==> src/rtl/histogram_controller_if.sv <==
// Bus bundle between the histogram controller, the pixel stream, the histogram RAM
// and the display reader. master = controller side.
interface histogram_controller_if #(
  parameter int unsigned BIN_W = 20
);
  logic             frame_start;
  logic             frame_end;
  logic             pix_valid;
  logic [7:0]       pixel;
  logic [8:0]       rd_addr;
  logic [BIN_W-1:0] rd_data;
  logic             wr_en;
  logic [8:0]       wr_addr;
  logic [BIN_W-1:0] wr_data;
  logic [7:0]       histo_addr;
  logic [8:0]       disp_ram_addr;
  logic [BIN_W-1:0] peak;
  logic             busy;
  logic             overrun;

  modport master (
    input  frame_start, frame_end, pix_valid, pixel, rd_data, histo_addr,
    output rd_addr, wr_en, wr_addr, wr_data, disp_ram_addr, peak, busy, overrun
  );

  modport slave (
    output frame_start, frame_end, pix_valid, pixel, rd_data, histo_addr,
    input  rd_addr, wr_en, wr_addr, wr_data, disp_ram_addr, peak, busy, overrun
  );
endinterface

==> src/rtl/histogram_controller.sv <==
// Luminance histogram sequencer: per-pixel read-modify-write into the accumulate bank,
// per-frame clearing, and ping-pong bank swap so the display always sees the last frame.
module histogram_controller #(
  parameter int unsigned BIN_W = 20,
  parameter int unsigned NBINS = 256
) (
  input  logic                  clk,
  input  logic                  rst,
  histogram_controller_if.master bus
);
  localparam logic [BIN_W-1:0] CNT_MAX   = '1;
  localparam logic [8:0]       LAST_ALL  = 9'(2 * NBINS - 1);
  localparam logic [8:0]       LAST_BANK = 9'(NBINS - 1);

  typedef enum logic [2:0] {CLEAR_ALL, IDLE, ACCUM, DRAIN, CLEAR} state_t;

  state_t           state, state_nx;
  logic             acc_bank, disp_bank, pend_start, ovr;
  logic [8:0]       clr_ptr;
  logic             s_valid, lw_valid;
  logic [8:0]       s_addr, lw_addr;
  logic [BIN_W-1:0] lw_data, base, acc_data, run_max, peak;
  logic             clearing;

  always_ff @(posedge clk) begin
    if (rst) state <= CLEAR_ALL;
    else     state <= state_nx;
  end

  always_comb begin
    state_nx = state;
    case (state)
      CLEAR_ALL: if (clr_ptr == LAST_ALL) state_nx = IDLE;
      IDLE:      if (bus.frame_start || pend_start) state_nx = ACCUM;
      ACCUM:     if (bus.frame_end) state_nx = DRAIN;
      DRAIN:     state_nx = CLEAR;
      CLEAR:     if (clr_ptr == LAST_BANK) state_nx = IDLE;
      default:   state_nx = CLEAR_ALL;
    endcase
  end

  // RAM returns pre-write data on a same-cycle collision, so the previous write is forwarded.
  always_comb begin
    base     = (lw_valid && lw_addr == s_addr) ? lw_data : bus.rd_data;
    acc_data = (base == CNT_MAX) ? base : base + 1'b1;
  end

  always_comb begin
    bus.wr_en   = 1'b0;
    bus.wr_addr = s_addr;
    bus.wr_data = acc_data;
    bus.busy    = 1'b1;
    clearing    = 1'b0;
    case (state)
      CLEAR_ALL: begin
        clearing    = 1'b1;
        bus.wr_en   = ~rst;
        bus.wr_addr = clr_ptr;
        bus.wr_data = '0;
      end
      CLEAR: begin
        clearing    = 1'b1;
        bus.wr_en   = ~rst;
        bus.wr_addr = {acc_bank, clr_ptr[7:0]};
        bus.wr_data = '0;
      end
      IDLE:  bus.busy = 1'b0;
      ACCUM: begin
        bus.busy  = 1'b0;
        bus.wr_en = s_valid & ~rst;
      end
      DRAIN:   bus.wr_en = s_valid & ~rst;
      default: bus.wr_en = 1'b0;
    endcase
  end

  always_ff @(posedge clk) begin
    if (rst) begin
      acc_bank   <= 1'b0;
      disp_bank  <= 1'b1;
      clr_ptr    <= '0;
      pend_start <= 1'b0;
      ovr        <= 1'b0;
      peak       <= '0;
      run_max    <= '0;
      s_valid    <= 1'b0;
      lw_valid   <= 1'b0;
    end else begin
      s_valid  <= (state == ACCUM) && bus.pix_valid;
      lw_valid <= s_valid;
      if (bus.pix_valid && state != ACCUM) ovr <= 1'b1;
      if (clearing) clr_ptr <= (state_nx == IDLE) ? '0 : clr_ptr + 1'b1;
      if (bus.frame_start && (clearing || state == DRAIN)) pend_start <= 1'b1;
      else if (state == IDLE)                              pend_start <= 1'b0;
      if (s_valid && acc_data > run_max) run_max <= acc_data;
      // Swap after the DRAIN write; its value must still count toward the published peak.
      if (state == DRAIN) begin
        acc_bank  <= ~acc_bank;
        disp_bank <= ~disp_bank;
        peak      <= (s_valid && acc_data > run_max) ? acc_data : run_max;
        run_max   <= '0;
      end
    end
  end

  always_ff @(posedge clk) begin
    s_addr  <= {acc_bank, bus.pixel};
    lw_addr <= s_addr;
    lw_data <= acc_data;
  end

  assign bus.rd_addr       = {acc_bank, bus.pixel};
  assign bus.disp_ram_addr = {disp_bank, bus.histo_addr};
  assign bus.peak          = peak;
  assign bus.overrun       = ovr;
endmodule
==> src/flat_wrapper.sv <==
// flat-port wrapper written by rule: the top's interface ports become plain ports
module histogram_controller_flat 
#(
  parameter int unsigned BIN_W = 20,
  parameter int unsigned NBINS = 256
)
  (clk, rst, bus_frame_start, bus_frame_end, bus_pix_valid, bus_pixel, bus_rd_data, bus_histo_addr, bus_rd_addr, bus_wr_en, bus_wr_addr, bus_wr_data, bus_disp_ram_addr, bus_peak, bus_busy, bus_overrun);
  histogram_controller_if #(.BIN_W(BIN_W)) bus_i ();
  input  logic clk;
  input  logic rst;
  input wire logic [$bits(bus_i.frame_start)-1:0] bus_frame_start;
  input wire logic [$bits(bus_i.frame_end)-1:0] bus_frame_end;
  input wire logic [$bits(bus_i.pix_valid)-1:0] bus_pix_valid;
  input wire logic [$bits(bus_i.pixel)-1:0] bus_pixel;
  input wire logic [$bits(bus_i.rd_data)-1:0] bus_rd_data;
  input wire logic [$bits(bus_i.histo_addr)-1:0] bus_histo_addr;
  output wire logic [$bits(bus_i.rd_addr)-1:0] bus_rd_addr;
  output wire logic [$bits(bus_i.wr_en)-1:0] bus_wr_en;
  output wire logic [$bits(bus_i.wr_addr)-1:0] bus_wr_addr;
  output wire logic [$bits(bus_i.wr_data)-1:0] bus_wr_data;
  output wire logic [$bits(bus_i.disp_ram_addr)-1:0] bus_disp_ram_addr;
  output wire logic [$bits(bus_i.peak)-1:0] bus_peak;
  output wire logic [$bits(bus_i.busy)-1:0] bus_busy;
  output wire logic [$bits(bus_i.overrun)-1:0] bus_overrun;
  assign bus_i.frame_start = bus_frame_start;
  assign bus_i.frame_end = bus_frame_end;
  assign bus_i.pix_valid = bus_pix_valid;
  assign bus_i.pixel = bus_pixel;
  assign bus_i.rd_data = bus_rd_data;
  assign bus_i.histo_addr = bus_histo_addr;
  assign bus_rd_addr = bus_i.rd_addr;
  assign bus_wr_en = bus_i.wr_en;
  assign bus_wr_addr = bus_i.wr_addr;
  assign bus_wr_data = bus_i.wr_data;
  assign bus_disp_ram_addr = bus_i.disp_ram_addr;
  assign bus_peak = bus_i.peak;
  assign bus_busy = bus_i.busy;
  assign bus_overrun = bus_i.overrun;
  histogram_controller #(.BIN_W(BIN_W), .NBINS(NBINS)) u_core (.clk(clk), .rst(rst), .bus(bus_i));
endmodule
==> config.mk <==
export PLATFORM = sky130hd
export DESIGN_NAME = histogram_controller_flat
export DESIGN_NICKNAME = d
export VERILOG_FILES = /design/src/rtl/histogram_controller_if.sv /design/src/rtl/histogram_controller.sv /design/src/flat_wrapper.sv
export SDC_FILE = /design/constraint.sdc
export NUM_CORES = 1
export LEC_CHECK = 0
export BUFFER_PORTS_ARGS = -buffer_cell sky130_fd_sc_hd__buf_2
export CORE_ASPECT_RATIO = 0.8
export CORE_UTILIZATION = 45
export CTS_CLUSTER_DIAMETER = 60
export DETAILED_ROUTE_END_ITERATION = 10
export PLACE_DENSITY = 0.68
export SYNTH_ARGS = -nofsm -noshare
export SYNTH_HDL_FRONTEND = slang
export SYNTH_SLANG_ARGS = --single-unit
==> constraint.sdc <==
create_clock -name clk -period 9.7 [get_ports clk]
set_input_delay 1.94 -clock clk [delete_from_list [all_inputs] [get_ports clk]]
set_output_delay 1.94 -clock clk [all_outputs]
set_load 0.01 [all_outputs]
# After elaboration in Yosys (flattened, before gate mapping)

Index checks and enable logic that the tools add are counted.

Register bits after elaboration: 96
Input port bits: 41
Output and inout bits: 70
Word-level logic and storage cells: 59

Add/sub/neg operators: 2
Order comparisons: 1
Eq/ne operators: 10
Muxes and demuxes: 16
Bitwise operators: 4
Reductions and logical operators: 13

Operators by type and width:

| cell                  | count |
|---|---|
| $mux 20               | 4 |
| $add 20x1->20 const B | 1 |
| $eq 20x20->1 const B  | 1 |
| $gt 20x20->1          | 1 |
| $pmux 9 s2            | 1 |
| $pmux 3 s5            | 1 |
| $mux 3                | 4 |
| $add 9x1->9 const B   | 1 |
| $eq 9x8->1 const B    | 1 |
| $eq 9x9->1            | 1 |
| $eq 9x9->1 const B    | 1 |
| $mux 9                | 1 |
| $reduce_or 2->1       | 4 |
| $eq 3x1->1 const B    | 2 |
| $eq 3x2->1 const B    | 2 |
| $logic_and 1x1->1     | 5 |
| $mux 1                | 4 |
| $eq 3x3->1 const B    | 1 |
| $logic_not 3->1       | 1 |
| $ne 3x2->1 const B    | 1 |
| $not 1->1             | 3 |
| $logic_or 1x1->1      | 2 |
| $pmux 1 s2            | 1 |
| $reduce_bool 2->1     | 1 |
| $and 1x1->1           | 1 |

# Longest topological paths before layout

Word-level depth: 8
Gate-level depth with buffers: 24
Gate-level depth less buffers: 21

# Worst setup path after synthesis

No wires, ideal clock.

Path kind: in2reg
Start: input bus_rd_data[1]
End: register u_core.peak[10], in the netlist u_core.bus.peak[10]
Setup time: 128 ps
Data arrival time: 5820 ps
Data required time: 9572 ps
Path slack: 3752 ps
Stages on the path: 19
Buffers on the path: 2
Path through: mux2_2 -> ha_1 -> buf_2 -> nand4_1 -> or2_0 -> nor4_1 -> mux2_4 -> or4_1 -> nand2_1 -> inv_1 -> ha_1 -> a21o_1 -> a21o_1 -> a221o_1 -> a211o_1 -> nand2_1 -> buf_4 -> mux2i_1 -> o21ai_0

Longest elaborated chain between the ends: 6
Elaborated cells between the ends (all ways): 7
Those cells by class: 1 x add/sub; 1 x order compare; 1 x eq/ne; 3 x mux; 1 x reduce/logical

Ends and longest elaborated chain:

| item                                                 | line                        | text |
|---|---|---|
| from (decl)                                          | flat_wrapper.sv:15          | `input wire logic [$bits(bus_i.rd_data)-1:0] bus_rd_data;` |
| $mux 20 (*)                                          | histogram_controller.sv:44  | `base = (lw_valid && lw_addr == s_addr) ? lw_data : bus.rd_data;` |
| $add 20x1->20 / $eq 20x20->1 (equally long branches) | histogram_controller.sv:45  | `acc_data = (base == CNT_MAX) ? base : base + 1'b1;` |
| $mux 20 (*)                                          | histogram_controller.sv:45  |  |
| net u_core.acc_data[17]                              | histogram_controller.sv:22  | `logic [BIN_W-1:0] lw_data, base, acc_data, run_max, peak;` |
| $gt 20x20->1 (*)                                     | histogram_controller.sv:100 | `peak <= (s_valid && acc_data > run_max) ? acc_data : run_max;` |
| $logic_and 1x1->1 (*)                                | histogram_controller.sv:100 |  |
| $mux 20 (*)                                          | -                           |  |
| to (signal assigned)                                 | histogram_controller.sv:100 |  |
| to (decl)                                            | histogram_controller.sv:22  |  |

The timed path passes the listed nets; every way through them passes the cells marked *.
A chain may end at the register's enable or synchronous reset.

# Final worst setup path

Start: input bus_rd_data[0]
End: output bus_wr_data[0]

Longest elaborated chain between the ends: 4
Elaborated cells between the ends (all ways): 5
Those cells by class: 1 x add/sub; 1 x eq/ne; 3 x mux

Ends and longest elaborated chain:

| item                                                 | line                       | text |
|---|---|---|
| $mux 20 (*)                                          | histogram_controller.sv:44 |  |
| $add 20x1->20 / $eq 20x20->1 (equally long branches) | histogram_controller.sv:45 |  |
| $mux 20 (*)                                          | histogram_controller.sv:45 |  |
| net u_core.acc_data[0]                               | histogram_controller.sv:22 |  |
| $mux 20 (*)                                          | histogram_controller.sv:54 | `case (state)` |
| to (decl)                                            | flat_wrapper.sv:20         | `output wire logic [$bits(bus_i.wr_data)-1:0] bus_wr_data;` |

Marks and branches as above.

==> summary.md <==
| Metric | Value |
|---|---|
| First-pass GRT wire length | 20300 um |
| Initial antenna violation count | 0 |
| Cells after synthesis | 590 |
| Main combinational cell family by area after synthesis | simple AND/OR/NAND/NOR gates |
| Starting Density | 0.462 |
| Final Util | 0.533 |
| Syn Nets | 655 |
| CP arrival | 4.60 ns |
| CTS tree | yes |
| Pin count of the biggest net entering global routing | 31 |
| Critical Path RT | 7.76 ns |
| GRT Total Usage | 0.226 |
| Drt first pass iters | 4 |
| Synthesis-to-finish area growth | 15.3% |
| Final Total Pwr | 0.851 mW |
| Final antenna-violating net count | 0 |
| Commonest non-fill, non-tap cell in the layout | dfxtp_1 |
| Adder-cell share of the synthesized area | 0.0599 |
| Layout cell share with drive strength beyond 1 | 0.189 |
| Setup_tns | 0 ns |
| M1 WL | 6520 um |
| Status | complete, no violations |
| Comb pwr share | 0.084 |
| Asr flop ratio synth | 0 |
| Cell Rows | 34 |
| Die Y-Extent | 96.4 um |
| Ys Warns | 0 |
| Largest fanout on the critical path | 9 |
| Syn Std Cell Area | 5010 um^2 |
| Sw Pwr | 0.207 mW |
| Clock root cell | clkbuf_16 |
| CP endpoint kind | output port |
| XOR/XNOR Fraction of Synth Area | 0.0454 |
| Most frequent cells in the layout | 96 x dfxtp_1, 94 x buf_2, 70 x nand2_1, 43 x nor2_1, 43 x o21ai_0 |
| RSZ-0062 raised after global routing | no |
| Dominant synthesized flop cell | dfxtp_1 |
| Final HPWL from detailed placement | 9910 um |
| Max-slew violation count | 0 |
| Final Cycle Share | 0.675 |
| Total grt overflow | 0 |
| Max Used Layer | met4 |
| CTS Hold Bufs | 0 |
| Cell variety after synth | 49 |
| Die X | 120 um |
| Final-report hold violation count | 0 |
| Critical path class | in -> out |
| #FFs+latches synth | 96 |
| H-tree levels | 3 |
| Net Sw Frac | 0.243 |
| Power Density | 147 nW/um^2 |
| Sequential fraction of design power | 0.488 |
| Number of buffers created by CTS | 9 |
| MaxCap Viol Count | 0 |
| Maximum buffer depth of the clock tree | 2 |
| Placed cell count | 793 |
| DR WL met2 | 5680 um |
| Max Freq | 0.153 GHz |
| Ports | 111 |
| Peak supply drop | 0.0000760 V |
| Fin cells | 809 |
| Latest clock arrival within the worst-skew pair | 0.34 ns |
| Register area share after synthesis | 0.383 |
| Drt initial violations | 310 |
| Final Skew | 0.00748 ns |
| Antenna cells | 0 |
| Post-synth EDFFs | 0 |
| Via density | 5.57 |
| PortBufs | 94 |
| GPL Wtd Cong | 0.934 |
| Worst slew pin tran | 1.13 ns |
| Clock sink count | 96 |
| FF-to-FF setup slack | 3.44 ns |
| Post-layout min period | 6.54 ns |
| Tightest Hold Check Type | reg -> reg |
| Crit path launch type | primary input |
| DIE AREA | 11600 um^2 |
| Vias in the first global route | 4080 |
| Post-Synth Simple-Gate Area | 0.213 |
| Vias after detailed routing | 4507 |
| Postcts setup bufs | 0 |
| Post-route DRC | 0 |
| Mapped Avg Cell Area | 8.50 um^2 |
| Portion of netlist area occupied by mux cells | 0.0756 |
| Int Power | 0.644 mW |
| Post-synthesis compound-gate area fraction | 0.151 |
| Clk pin slew, worst setup/hold paths | 0.07 ns |
| Nets | 725 |
| Wire per inst | 16.2 um |
| Core box area | 10800 um^2 |
| Post-cts repair resize count | 0 |
| Clock Power Share | 0.429 |
| Lkg Pwr | 2.54 nW |
| Final WL | 13100 um |
| Metal3 WL | 737 um |
| Final setup fails | 0 |
| Slew headroom | 0.247 |
[routing by layer]
layer	up-vias	track usage
met2	152	0.351
met4	0	0.0729
li1	2214	-
met5	-	0
met3	21	0.0364
met1	2120	0.319
[path summary, 6_finish.rpt]
kind	start	cells past startpoint	endpoint
hold reg to reg	u_core.s_addr[1]	0	u_core.lw_addr[1]
hold / removal	u_core.s_addr[1]	0	u_core.lw_addr[1]
setup / recovery	bus_rd_data[0]	12	bus_wr_data[0]
setup reg to reg	u_core.s_addr[2]	21	u_core.bus.peak[2]
[final cells by class]
class,count,area (um^2)
well taps,144,180
flip-flops and latches,96,1920
fillers,1004,5070
inverters,32,120
repair buffers,99,508
clock inverters,6,76.3
multi-input cells,422,2740
clock buffers,10,239
[power by group through the flow]
stage / Combinational (mW) / Sequential [mW] / Clock, mW
3_5_place_dp: 0.0694 / 0.424 / 0
3_3_place_gp: 0.0676 / 0.423 / 0
4_1_cts: 0.0700 / 0.414 / 0.371
2_1_floorplan: 0.0473 / 0.421 / 0
6_report: 0.0710 / 0.415 / 0.365
5_1_grt: 0.0784 / 0.416 / 0.387
[state kept, by name, summed over array words and instances, names as in the netlist]
| register | flops |
|---|---|
| u_core.bus.peak | 20 |
| u_core.lw_data | 20 |
| u_core.run_max | 20 |
| u_core.clr_ptr | 9 |
| u_core.lw_addr | 9 |
| u_core.s_addr | 9 |
| u_core.state | 3 |
| u_core.acc_bank | 1 |
| u_core.bus.overrun | 1 |
| u_core.disp_bank | 1 |
| u_core.lw_valid | 1 |
| u_core.pend_start | 1 |
| u_core.s_valid | 1 |
[kinds of logic after synthesis]
group / after synthesis
mux: 37
flops: 96
simple gates: 217
fa+ha+maj: 24
xor+xnor: 26
buf+inv: 72
compound gates: 118
[per-stage QoR]
step | cell area, um^2 | worst slack (ns) | hold WS, ns
floorplan | 5010 | 3.75 | 0.363
global placement | 5470 | 3.13 | 0.377
detailed placement | 5470 | 3.02 | 0.386
CTS | 5780 | 3.24 | 0.393
global route | 5780 | 2.87 | 0.407
finish | 5780 | 3.16 | 0.390
[critical path, stage by stage]
cell     delay, ns
buf_2         0.12
mux2i_1       0.10
inv_1         0.08
ha_1          0.34
nand4_1       0.23
or2_0         0.36
nor4_1        0.44
mux2_4        0.27
xor2_1        0.35
inv_1         0.11
nor2_1        0.12
buf_2         0.15
[cell usage after synthesis, types with 3 or more instances]
master / count / area [um^2]
buf_4: 21 / 158
a211oi_1: 4 / 30.0
o311ai_0: 4 / 35.0
o21ai_0: 43 / 215
ha_1: 24 / 300
or3_1: 4 / 25.0
xnor2_1: 13 / 114
nand2_1: 70 / 263
nand2b_1: 3 / 18.8
xor2_1: 13 / 114
mux2_2: 3 / 33.8
and3_1: 13 / 81.3
a32oi_1: 4 / 35.0
mux2i_1: 33 / 330
dfxtp_1: 96 / 1920
a21o_1: 6 / 45.0
nor3_1: 8 / 40.0
o211ai_1: 10 / 75.1
clkbuf_1: 14 / 52.6
a31oi_1: 7 / 43.8
o2111ai_1: 4 / 35.0
nand3_1: 20 / 100
nor2b_1: 3 / 18.8
a211o_1: 6 / 52.6
and4_1: 6 / 52.6
nand4_1: 15 / 93.8
nor4_1: 6 / 37.5
and2_1: 18 / 113
inv_1: 32 / 120
a21oi_1: 20 / 100
nor2_1: 43 / 161
No activity file was read; power rests on OpenSTA's default activity.
